[src/rtl/io_tick_generator.sv]
// Multi-channel divided-timebase generator: per-channel tick strobes and square waves in the sys_clk domain,
// configured and read back over the IO command/writeback handshake.
module io_tick_generator #(
  parameter int DATABITWIDTH = 16,
  parameter int CHANNELCOUNT = 4,
  parameter int DIVBITWIDTH  = 14
) (
  input  logic                    sys_clk,
  input  logic                    sync_rst,
  input  logic                    clk_en,
  input  logic                    CommandACK,
  output logic                    CommandREQ,
  input  logic [3:0]              MinorOpcodeIn,
  input  logic [DATABITWIDTH-1:0] CommandAddressIn_Offest,
  input  logic [DATABITWIDTH-1:0] CommandDataIn,
  input  logic [3:0]              CommandDestReg,
  output logic                    WritebackACK,
  input  logic                    WritebackREQ,
  output logic [3:0]              WritebackDestReg,
  output logic [DATABITWIDTH-1:0] WritebackDataOut,
  output logic [CHANNELCOUNT-1:0] TickOut,
  output logic [CHANNELCOUNT-1:0] SquareOut
);
  localparam int CW = (CHANNELCOUNT > 1) ? $clog2(CHANNELCOUNT) : 1;
  localparam logic [DATABITWIDTH-2:0] chanLimit = (DATABITWIDTH-1)'(CHANNELCOUNT);

  logic [1:0]             modeReg [CHANNELCOUNT];
  logic [DIVBITWIDTH-1:0] divReg  [CHANNELCOUNT];
  logic [DIVBITWIDTH-1:0] cntReg  [CHANNELCOUNT];
  logic [CHANNELCOUNT-1:0] tickReg, squareReg, upTick, countEn, storeHit;

  logic                    isStore, cmdFire, storeFire, loadFire, inRange;
  logic [CW-1:0]           chanSel;
  logic [1:0]              storeMode;
  logic [DIVBITWIDTH-1:0]  storeDiv;
  logic [DATABITWIDTH-1:0] loadData;
  logic                    unusedOk;

  assign isStore    = MinorOpcodeIn[2];
  assign CommandREQ = clk_en && (isStore || !WritebackACK || WritebackREQ);
  assign cmdFire    = CommandACK && CommandREQ;
  assign storeFire  = cmdFire && isStore;
  assign loadFire   = cmdFire && !isStore;
  // The whole upper address is range-checked so aliases above the select bits never hit a real channel.
  assign inRange    = CommandAddressIn_Offest[DATABITWIDTH-1:1] < chanLimit;
  assign chanSel    = CommandAddressIn_Offest[CW:1];
  assign storeMode  = CommandDataIn[DATABITWIDTH-1 -: 2];
  assign storeDiv   = CommandDataIn[DIVBITWIDTH-1:0];
  assign unusedOk   = ^{MinorOpcodeIn[3], MinorOpcodeIn[1:0], CommandDataIn};

  assign TickOut   = tickReg & {CHANNELCOUNT{clk_en}};
  assign SquareOut = squareReg;

  always_comb begin
    upTick   = '0;
    countEn  = '0;
    storeHit = '0;
    loadData = '0;
    upTick[0] = 1'b1;
    for (int i = 1; i < CHANNELCOUNT; i++) begin
      upTick[i] = tickReg[i-1];
    end
    for (int i = 0; i < CHANNELCOUNT; i++) begin
      countEn[i]  = (modeReg[i] == 2'b01) || (modeReg[i] == 2'b10) ||
                    ((modeReg[i] == 2'b11) && upTick[i]);
      storeHit[i] = storeFire && inRange && (chanSel == CW'(i));
      if (inRange && (chanSel == CW'(i))) begin
        if (CommandAddressIn_Offest[0]) begin
          loadData[DIVBITWIDTH-1:0] = cntReg[i];
        end else begin
          loadData[DATABITWIDTH-1 -: 2]  = modeReg[i];
          loadData[DIVBITWIDTH-1:0]      = divReg[i];
        end
      end
    end
  end

  always_ff @(posedge sys_clk) begin
    if (sync_rst) begin
      for (int i = 0; i < CHANNELCOUNT; i++) begin
        modeReg[i] <= 2'b00;
        divReg[i]  <= '0;
        cntReg[i]  <= '0;
      end
      tickReg          <= '0;
      squareReg        <= '0;
      WritebackACK     <= 1'b0;
      WritebackDataOut <= '0;
      WritebackDestReg <= '0;
    end else if (clk_en) begin
      for (int i = 0; i < CHANNELCOUNT; i++) begin
        tickReg[i] <= 1'b0;
        if (storeHit[i]) begin
          modeReg[i]   <= storeMode;
          divReg[i]    <= storeDiv;
          cntReg[i]    <= storeDiv;
          squareReg[i] <= 1'b0;
        end else if (countEn[i]) begin
          if (cntReg[i] == '0) begin
            cntReg[i]    <= divReg[i];
            tickReg[i]   <= 1'b1;
            squareReg[i] <= ~squareReg[i];
            if (modeReg[i] == 2'b10) begin
              modeReg[i] <= 2'b00;
            end
          end else begin
            cntReg[i] <= cntReg[i] - DIVBITWIDTH'(1);
          end
        end
      end
      if (loadFire) begin
        WritebackACK     <= 1'b1;
        WritebackDataOut <= loadData;
        WritebackDestReg <= CommandDestReg;
      end else if (WritebackACK && WritebackREQ) begin
        WritebackACK <= 1'b0;
      end
    end
  end

endmodule

[config.mk]
export PLATFORM = sky130hd
export DESIGN_NAME = io_tick_generator
export DESIGN_NICKNAME = d
export VERILOG_FILES = /design/src/rtl/io_tick_generator.sv
export SDC_FILE = /design/constraint.sdc
export NUM_CORES = 1
export LEC_CHECK = 0
export CELL_PAD_IN_SITES_DETAIL_PLACEMENT = 1
export CELL_PAD_IN_SITES_GLOBAL_PLACEMENT = 2
export CORE_UTILIZATION = 38
export DETAILED_ROUTE_END_ITERATION = 6
export PLACE_DENSITY_LB_ADDON = 0.1
export SYNTH_ARGS = -nofsm -noshare
export SYNTH_HDL_FRONTEND = slang
export SYNTH_SLANG_ARGS = --single-unit
[constraint.sdc]
create_clock -name sys_clk -period 3.95 [get_ports sys_clk]
set_input_delay 0.9875 -clock sys_clk [delete_from_list [all_inputs] [get_ports sys_clk]]
set_output_delay 0.9875 -clock sys_clk [all_outputs]
set_load 0.01 [all_outputs]
## Word-level counts from Yosys, hierarchy flattened

Memories as Yosys holds them, arrays and structs flattened.
Index checks and enable logic that the tools add are counted.

| word-level totals | value |
|---|---|
| register bits after elaboration | 29 |
| bits in writable memories | 120 |
| output and inout bits | 30 |
| word-level logic and storage cells | 253 |
| memories kept | 3 |

| operators by class | value |
|---|---|
| add/subtract/negate cells | 4 |
| magnitude comparators | 1 |
| eq/ne operators | 15 |
| muxes and demuxes | 144 |
| bitwise logic cells | 29 |
| reduce and logical (&&, ||, !) cells | 49 |

Memories:

| memory | words | bits a word | read ports | clocked after memory_dff | wr ports | line | text |
|---|---|---|---|---|---|---|---|
| cntReg | 4 | 14 | 4 | 0 | 4 | 29 | `logic [DIVBITWIDTH-1:0] cntReg [CHANNELCOUNT];` |
| divReg | 4 | 14 | 4 | 0 | 4 | 28 | `logic [DIVBITWIDTH-1:0] divReg [CHANNELCOUNT];` |
| modeReg | 4 | 2 | 4 | 0 | 4 | 27 | `logic [1:0] modeReg [CHANNELCOUNT];` |

Operator list:

| kind | number |
|---|---|
| $mux W14 | 20 |
| $mux W1 | 108 |
| $mux W16 | 4 |
| $logic_not A14 Y1 | 4 |
| $sub A14 B1 Y14 const B | 4 |
| $mux W2 | 12 |
| $or A1 B1 Y1 | 24 |
| $eq A2 B2 Y1 const B | 10 |
| $reduce_bool A2 Y1 | 9 |
| $logic_and A1 B1 Y1 | 17 |
| $lt A15 B3 Y1 const B | 1 |
| $reduce_and A3 Y1 | 4 |
| $eq A2 B1 Y1 const B | 5 |
| $logic_or A1 B1 Y1 | 10 |
| $and A4 B4 Y4 | 1 |
| $not A1 Y1 | 4 |
| $reduce_and A2 Y1 | 2 |
| $logic_not A1 Y1 | 2 |
| $logic_not A2 Y1 | 1 |

## Longest topological paths before layout

Gate-level depths: netlist (run 1).

| logic depth | value |
|---|---|
| word-level depth | 15 |
| mapped depth | 10 |

## Worst setup path after synthesis (run 1)

OpenSTA, ideal clock, no wires.

| path | value |
|---|---|
| path kind | input-to-reg |
| start point | in CommandAddressIn_Offest[1] |
| end point | mem cntReg[3][0], enable pin |
| data arrival time | 3.225 ns |
| slack | 0.354 ns |
| stages | 5 |
| cell sequence | buf_2 -> nor4bb_1 -> nand4_1 -> o21bai_1 -> nand2b_1 |

RTL lines:

| element | line | text |
|---|---|---|
| start: declaration | 14 | `input logic [DATABITWIDTH-1:0] CommandAddressIn_Offest,` |
| end: declaration | 29 |  |

## Final worst setup path (run 1)

| path | value |
|---|---|
| start point | in clk_en |
| end point | out CommandREQ |

| on the way | value |
|---|---|
| word-level cells in the longest chain between the ends | 1 |

RTL lines:

| element | line | text |
|---|---|---|
| start: declaration | 10 | `input logic clk_en,` |
| $logic_and A1 B1 Y1 | 40 | `assign CommandREQ = clk_en && (isStore \|\| !WritebackACK \|\| WritebackREQ);` |
| end: declaration | 12 | `output logic CommandREQ,` |

Every way passes these cells.

==> results of run 1 <==
worst min-delay path: cells and delay by family (launching register included):
family	cells	cell delay, ns
flip-flops	1	0.31
AND/OR/NAND/NOR	1	0.05
AO/OA/AOI/OAI	1	0.05
sequential cells by signal, indices dropped and copies added, names as in the netlist:
signal            cells
WritebackACK          1
cntReg               56
modeReg               8
WritebackDestReg      4
tickReg               4
WritebackDataOut     16
SquareOut             4
divReg               56
synthesized netlist by cell type, types with 12 or more instances:
cell type and instances:
sky130_fd_sc_hd__a211oi_1 18, sky130_fd_sc_hd__a21oi_1 32, sky130_fd_sc_hd__a22oi_1 14, sky130_fd_sc_hd__and2_1 68
sky130_fd_sc_hd__clkbuf_1 31, sky130_fd_sc_hd__dfxtp_1 29, sky130_fd_sc_hd__edfxtp_1 120, sky130_fd_sc_hd__ha_1 14
sky130_fd_sc_hd__inv_1 18, sky130_fd_sc_hd__mux2_2 14, sky130_fd_sc_hd__mux2i_1 17, sky130_fd_sc_hd__mux4_2 14
sky130_fd_sc_hd__nand2_1 53, sky130_fd_sc_hd__nand3_1 13, sky130_fd_sc_hd__nor2_1 98, sky130_fd_sc_hd__nor3_1 26
sky130_fd_sc_hd__nor4_1 12, sky130_fd_sc_hd__o21ai_0 19, sky130_fd_sc_hd__o21bai_1 14, sky130_fd_sc_hd__o22ai_1 19
sky130_fd_sc_hd__xnor2_1 27, sky130_fd_sc_hd__xor2_1 16
kinds of logic after synthesis:
family	Yosys count	synth area share
fa+ha+maj	14	0.0202
mux	45	0.0743
compound gates	171	0.135
buf+inv	64	0.0316
simple gates	348	0.212
flops	149	0.483
xor+xnor	43	0.0435
power breakdown:
part	leakage (nW)	internal [mW]	switching (mW)	total [mW]
combinational	2.00	0.229	0.307	0.536
clock	0.301	0.961	0.664	1.63
sequential	1.45	1.79	0.0871	1.87
total	3.75	2.98	1.06	4.03
routing by layer:
layer  global-route usage  vias to the layer above  part of all wire
met5                    0                        -                 0
met4               0.0981                        0             0.024
met3               0.0337                       35             0.051
met2                0.396                      211              0.47
met1                0.336                     3447              0.46
li1                     -                     3245                 -
final cells by class:
class                      count  area, um2
timing repair buffer         101        931
fill                        2427      11800
inverter                      19       71.3
clock inverter                 6       33.8
antenna                        1       2.50
multi-input combinational    621       4220
tap                          280        350
sequential                   149       4180
clock buffer                  26        551
cell usage in the layout, fill, tap and decap left out, types with 16 or more instances in the layout:
master / n
sky130_fd_sc_hd__edfxtp_1: 120
sky130_fd_sc_hd__nor2_1: 98
sky130_fd_sc_hd__clkdlybuf4s50_1: 70
sky130_fd_sc_hd__and2_1: 68
sky130_fd_sc_hd__nand2_1: 53
sky130_fd_sc_hd__a21oi_1: 32
sky130_fd_sc_hd__buf_4: 30
sky130_fd_sc_hd__dfxtp_1: 29
sky130_fd_sc_hd__xnor2_1: 27
sky130_fd_sc_hd__nor3_1: 26
sky130_fd_sc_hd__o22ai_1: 19
sky130_fd_sc_hd__clkbuf_16: 19
sky130_fd_sc_hd__inv_1: 18
sky130_fd_sc_hd__a211oi_1: 18
sky130_fd_sc_hd__o21ai_0: 18
sky130_fd_sc_hd__mux2i_1: 17
sky130_fd_sc_hd__xor2_1: 16
how the worst max path moves through the flow:
| stage | endpoint | slack, ns |
|---|---|---|
| after floorplan | cntReg[3][0]$_DFFE_PP_ | 0.35 |
| after global placement | TickOut[3] | 0.46 |
| after detailed placement | cntReg[0][5]$_SDFFCE_PN0P_ | 0.42 |
| after CTS | CommandREQ | 0.44 |
| after global routing | CommandREQ | 0.40 |
| final | CommandREQ | 0.44 |
==> out/qor.txt, run 1 <==
Per-instance average area after synthesis: 10.4 um2
Area of the core: 22,100 um2
Startpoint type of the worst setup path: primary input
Remaining antenna violation count after routing: 0
Minimum setup slack in the final design: 0.444 ns
IO Pins: 75
Cell seen most often among critical-path stages: sky130_fd_sc_hd__clkdlybuf4s50_1
Post-Synthesis Cells: 834
Number of antenna violations at the first check in global routing: 1
Worst Hold Path Cells: 2
Count of cells resized by post-cts repair: 0
Series of cell instances along the critical path: clkdlybuf4s50_1 -> o31a_1 -> clkdlybuf4s50_1
Yosys reg bits: 149
Largest net degree at the start of global routing: 33
Cell count of the worst reg-to-reg path: 7
Routed via count: 6,938
Register clock-pin slew on the reported worst setup and hold paths: 0.06 ns
Power per Cell Area: 390 nW/um2
Worst setup path startpoint: clk_en
Setup Buffers After CTS: 0
Area share of the largest cell type after synthesis: 0.416
Min-Delay Endpoint: WritebackDestReg[2]$_SDFFE_PP0P_
First-pass GRT wire length: 43,000 um
Die Y: 153 um
CP top delay family: buffers and inverters
Share of the core filled with cells: 0.468
Peak ir drop on the vdd network: 0.000276 V
Actual transition at the worst max-transition pin: 0.849 ns
Dpl cell area: 9750 um2
Area Growth Syn to Fin: 19.4%
Critical Path Max Stage Delay: 0.74 ns
Yosys top cell by area: sky130_fd_sc_hd__edfxtp_1
Insertion delay to the later sink of the worst-skew pair: 0.43 ns
Final number of hold-violating endpoints: 0
Final Cycle Share: 0.888
Slowest stage cell, crit path: sky130_fd_sc_hd__clkdlybuf4s50_1
Data arrival time at the worst-slack endpoint: 2.52 ns
GP Congestion: 0.902
Drt total wl: 28,000 um
Number of buffers added on ports: 71
Power Total: 4.03 mW
Portion of the post-synthesis area used by sequential elements: 0.483
CP bufs+invs: 2
Vias in the first global route: 7,079
Number of setup violations in the final report: 0
Layout Cells excl Fill: 1,203
Worst slack at placement: 0.419 ns
TritonCTS clock tree: yes
Primary FF master, synth: sky130_fd_sc_hd__edfxtp_1
Origin of the worst min-delay path: WritebackDestReg[2]$_SDFFE_PP0P_
Reg-to-reg slack, setup: 1.32 ns
Avg WL per Cell: 23.3 um
Levels on crit path: 3
Syn_nets: 893
Highest net fanout along the worst path: 11
CTS hold repair buffers: 0
Startpoint of the most critical register-to-register path: cntReg[0][0]$_SDFFCE_PN0P_
Initial detailed-routing violation count: 537
Hold WS: 0.458 ns
Share of layout cells above drive strength 1: 0.132
Minimum period implied by the final worst setup slack: 3.51 ns
Worst r2r dst: cntReg[0][5]$_SDFFCE_PN0P_
Instance count after placement with tap cells included: 1,170
Drt first pass iters: 5
Status: complete, no violations
Critical Path End Type: primary output
Clk root buf: sky130_fd_sc_hd__clkbuf_16
Post-synthesis instance area: 8660 um2
CTS buffer count: 17
Worst hold path type: reg -> reg
CTS sink cnt: 149
Post-synth ARST share: 0
Synth unique cells: 61
Number of enable-type register cells in the synthesized netlist: 120
Per-cell via count in the routed design: 5.77
Initial standard-cell utilization of the core: 0.392
H-tree Lvls: 4
Synth top area cells: sky130_fd_sc_hd__edfxtp_1, sky130_fd_sc_hd__dfxtp_1, sky130_fd_sc_hd__and2_1, sky130_fd_sc_hd__nor2_1, sky130_fd_sc_hd__mux4_2
Post-detailed-route DRC marker count: 0
Die area: 23,400 um2
Number of pins with negative max-slew slack in the final report: 0
F_max: 0.285 GHz
Critical path data required time: 2.96 ns
Clock Tree Buf Depth: 2
Number of max-cap violations: 0
Die W: 153 um
Total half-perimeter wirelength after legalization and detailed placement: 20,700 um
Leakage power figure: 3.75 nW
Setup repair after global routing missed its margin: false
Post-Route Skew: 0.00818 ns
Post-layout nets: 968
Site Rows: 54
Final design area excluding fillers: 10,300 um2
Type of the worst setup path: in -> out
TNS Setup: 0 ns
Synth Warn #: 0
Remaining global-route overflow: 0
Tot GR Track Use: 0.246
Normalized max-slew margin: 0.429
(Power assumes the default switching activity.)
==> inputs of run 2 (changes only) <==
--- a/config.mk
+++ b/config.mk
@@ -5,9 +5,11 @@
 export SDC_FILE = /design/constraint.sdc
 export NUM_CORES = 1
 export LEC_CHECK = 0
+export ABC_AREA = 1
 export CELL_PAD_IN_SITES_DETAIL_PLACEMENT = 1
 export CELL_PAD_IN_SITES_GLOBAL_PLACEMENT = 2
-export CORE_UTILIZATION = 38
+export CORE_MARGIN = 10
+export CORE_UTILIZATION = 34
 export DETAILED_ROUTE_END_ITERATION = 6
 export PLACE_DENSITY_LB_ADDON = 0.1
 export SYNTH_ARGS = -nofsm -noshare
==> out/qor.txt, run 2 <==
Setup repair after global routing missed its margin: false
Biggest registers after layout: cntReg: 56 flops, divReg: 56 flops, WritebackDataOut: 16 flops
TNS Setup: 0 ns (unchanged)
Startpoint type of the worst setup path: primary input
Leading cell type in the layout, fill and taps excluded: sky130_fd_sc_hd__nand2_1
Xor-xnor portion of the synthesized cell area: 0.0288 (-0.0147)
Yosys reg bits: 149 (unchanged)
Remaining global-route overflow: 0 (unchanged)
Share of power burned in combinational logic: 0.112 (-0.021)
Drt total wl: 33,500 um (+19%)
Type of the worst setup path: in -> out
Data arrival time at the worst-slack endpoint: 2.39 ns (-0.13 ns)
Origin of the worst min-delay path: tickReg[3]$_SDFFE_PP0P_
Min-Delay Endpoint: tickReg[3]$_SDFFE_PP0P_
Proportion of total power due to net switching: 0.260 (-0.00225)
Post-Synth Adder-Cell Area: 0.0192 (-0.00103)
Vias in the first global route: 8,452 (+19%)
Worst hold path type: reg -> reg
Post-synth ARST share: 0 (unchanged)
Die Y: 184 um (+20%)
Internal power consumption: 2.98 mW (+0.28%)
Drt first pass iters: 5 (unchanged)
Number of buffers added on ports: 71 (unchanged)
Startpoint of the most critical register-to-register path: cntReg[0][0]$_SDFFCE_PN0P_
Post-synthesis instance area: 9130 um2 (+5.4%)
Area of the core: 26,200 um2 (+19%)
Clock Tree Buf Depth: 2 (unchanged)
Site Rows: 59 (+9.3%)
Count of cells resized by post-cts repair: 0 (unchanged)
Post-Synthesis Cells: 1,211 (+45%)
Die area: 33,800 um2 (+44%)
Portion of the post-synthesis area used by sequential elements: 0.459 (-0.0247)
Syn_nets: 1,270 (+42%)
CTS buffer count: 17 (unchanged)
Yosys top cell by area: sky130_fd_sc_hd__edfxtp_1
CTS hold repair buffers: 0 (unchanged)
Leakage power figure: 4.61 nW (+23%)
Number of pins with negative max-slew slack in the final report: 0 (unchanged)
Final number of hold-violating endpoints: 0 (unchanged)
Per-instance average area after synthesis: 7.54 um2 (-27%)
Clk root buf: sky130_fd_sc_hd__clkbuf_16
Number of antenna violations at the first check in global routing: 0 (-1)
Avg WL per Cell: 20.6 um (-12%)
Area share of the largest cell type after synthesis: 0.395 (-0.0213)
Insertion delay to the later sink of the worst-skew pair: 0.45 ns (+0.02 ns)
Number of max-cap violations: 0 (unchanged)
Actual transition at the worst max-transition pin: 0.881 ns (+0.0325 ns)
Synth unique cells: 39 (-36%)
GP Congestion: 0.821 (-8.9%)
Commonest cells in the synthesized netlist: sky130_fd_sc_hd__nand2_1, sky130_fd_sc_hd__nor2_1, sky130_fd_sc_hd__nand3_1, sky130_fd_sc_hd__edfxtp_1, sky130_fd_sc_hd__inv_1
Critical path data required time: 2.96 ns (about the same)
Register clock-pin slew on the reported worst setup and hold paths: 0.06 ns (about the same)
Primary FF master, synth: sky130_fd_sc_hd__edfxtp_1
TritonCTS clock tree: yes
Die W: 184 um (+20%)
Synth Warn #: 0 (unchanged)
First-pass GRT wire length: 51,400 um (+20%)
Remaining antenna violation count after routing: 0 (unchanged)
Number of setup violations in the final report: 0 (unchanged)
Leading cell types in the layout, fill and taps excluded: sky130_fd_sc_hd__nand2_1, sky130_fd_sc_hd__nor2_1, sky130_fd_sc_hd__nand3_1
Worst Hold Path Cells: 2 (unchanged)
Most frequent cell after synthesis: sky130_fd_sc_hd__nand2_1
Normalized max-slew margin: 0.412 (-0.0171)
Tot GR Track Use: 0.200 (-0.0463)
Final Cycle Share: 0.854 (-0.0337)
Area share of and/or/nand/nor cells after synthesis: 0.317 (+0.105)
CTS sink cnt: 149 (unchanged)
Number of enable-type register cells in the synthesized netlist: 120 (unchanged)
Initial detailed-routing violation count: 685 (+28%)
Sequential cell fraction of total power: 0.449 (-0.015)
Per-cell via count in the routed design: 5.12 (-11%)
Total half-perimeter wirelength after legalization and detailed placement: 25,100 um (+21%)
Status: complete, no violations
Synth top area cells: sky130_fd_sc_hd__edfxtp_1, sky130_fd_sc_hd__nand2_1, sky130_fd_sc_hd__nor2_1, sky130_fd_sc_hd__nand3_1, sky130_fd_sc_hd__dfxtp_1
Setup Buffers After CTS: 0 (unchanged)
H-tree Lvls: 4 (unchanged)
Power per Cell Area: 372 nW/um2 (-4.8%)
Largest net degree at the start of global routing: 77 (+130%)
Peak ir drop on the vdd network: 0.000226 V (-18%)
IO Pins: 75 (unchanged)
Critical Path End Type: primary output
Main combinational cell family by area after synthesis: simple AND/OR/NAND/NOR gates
Portion of total power attributed to the clock network: 0.439 (+0.036)
Mux share of post-synthesis cell area: 0 (-0.0743)
Power Total: 4.03 mW (about the same)
Worst r2r dst: cntReg[0][7]$_SDFFCE_PN0P_
Cell count of the worst reg-to-reg path: 12 (+5)
F_max: 0.296 GHz (+3.9%)
Post-Route Skew: 0.0228 ns (+0.0146 ns)
Routed via count: 8,334 (+20%)
Net Sw Power: 1.05 mW (-0.89%)
Area Growth Syn to Fin: 19.0%
Initial standard-cell utilization of the core: 0.348 (-0.0437)
Post-detailed-route DRC marker count: 0 (unchanged)
Minimum period implied by the final worst setup slack: 3.37 ns (-0.133 ns)
Reg-to-reg slack, setup: 1.40 ns (+0.08 ns)
Share of layout cells above drive strength 1: 0.0757 (-0.0566)
Highest net fanout along the worst path: 11 (unchanged)
Post-layout nets: 1,340 (+38%)
Synth Area in Compound Gates: 0.0976 (-0.0376)
Number of antenna repair diodes: 0 (-1)
-- run 2: changes by cell type in the layout (fill, tap and decap cells not counted), moves of 16 or more --
cell	previous run	this run
sky130_fd_sc_hd__a211oi_1	18	1
sky130_fd_sc_hd__a21oi_1	32	55
sky130_fd_sc_hd__and2_1	68	0
sky130_fd_sc_hd__inv_1	18	120
sky130_fd_sc_hd__mux2i_1	17	0
sky130_fd_sc_hd__nand2_1	53	306
sky130_fd_sc_hd__nand3_1	13	131
sky130_fd_sc_hd__nor2_1	98	176
sky130_fd_sc_hd__o21ai_0	18	91
sky130_fd_sc_hd__o22ai_1	19	0
sky130_fd_sc_hd__xnor2_1	27	11
-- run 2: how the worst max path moves through the flow --
stage | start | to | cells after the start
global placement | clk_en | cntReg[0][7]$_SDFFCE_PN0P_ | 10
global route | clk_en | TickOut[0] | 5
floorplan | CommandAddressIn_Offest[8] | cntReg[3][0]$_DFFE_PP_ | 8
detailed placement | CommandAddressIn_Offest[8] | cntReg[1][7]$_SDFFCE_PN0P_ | 12
CTS | clk_en | TickOut[0] | 5
finish | clk_en | TickOut[0] | 5
-- run 2: metrics by stage --
stage | std cells | hold slack (ns) | area (um2) | util | setup slack, ns
finish | 1629 | 0.478 | 10900 | 0.414 | 0.577
global route | 1629 | 0.508 | 10900 | 0.414 | 0.521
CTS | 1629 | 0.478 | 10900 | 0.414 | 0.549
detailed placement | 1597 | 0.465 | 10200 | 0.390 | 0.462
global placement | 1597 | 0.465 | 10200 | 0.390 | 0.492
floorplan | 1211 | 0.447 | 9130 | - | 1.24
-- run 2: layout make-up --
cell class / instances / area (um2)
inverter: 130 / 488
clock inverter: 13 / 181
sequential: 149 / 4180
multi-input combinational: 884 / 4220
tap: 335 / 419
clock buffer: 19 / 443
fill: 3245 / 15400
timing repair buffer: 99 / 916
-- run 2: per-layer routing --
layer	global-route usage	share of wire	vias up	wire [um]
met5	0	0	-	0
met3	0.0326	0.045	30	1520
met2	0.298	0.43	203	14300
met1	0.285	0.50	3975	16800
met4	0.0701	0.027	0	900
li1	-	-	4126	-
-- run 2: worst max-delay path: stages --
cell and delay (ns):
sky130_fd_sc_hd__clkdlybuf4s50_1 0.46, sky130_fd_sc_hd__buf_4 0.20, sky130_fd_sc_hd__nand2_1 0.12, sky130_fd_sc_hd__inv_1 0.07, sky130_fd_sc_hd__clkdlybuf4s50_1 0.54
-- run 2: logic make-up after synthesis --
family / count (synthesis)
DFF: 149
xor gates and xnor gates: 30
and+or+nand+nor: 671
buffers and inverters: 178
AOI/OAI and AO/OA: 169
adders and majority gates: 14
-- run 2: power groups by stage --
stage / Clock, mW / Combinational, mW / Sequential, mW
6_report: 1.77 / 0.451 / 1.81
5_1_grt: 1.86 / 0.501 / 1.82
4_1_cts: 1.80 / 0.452 / 1.81
3_5_place_dp: 0 / 0.448 / 1.85
3_3_place_gp: 0 / 0.447 / 1.84
2_1_floorplan: 0 / 0.249 / 1.83
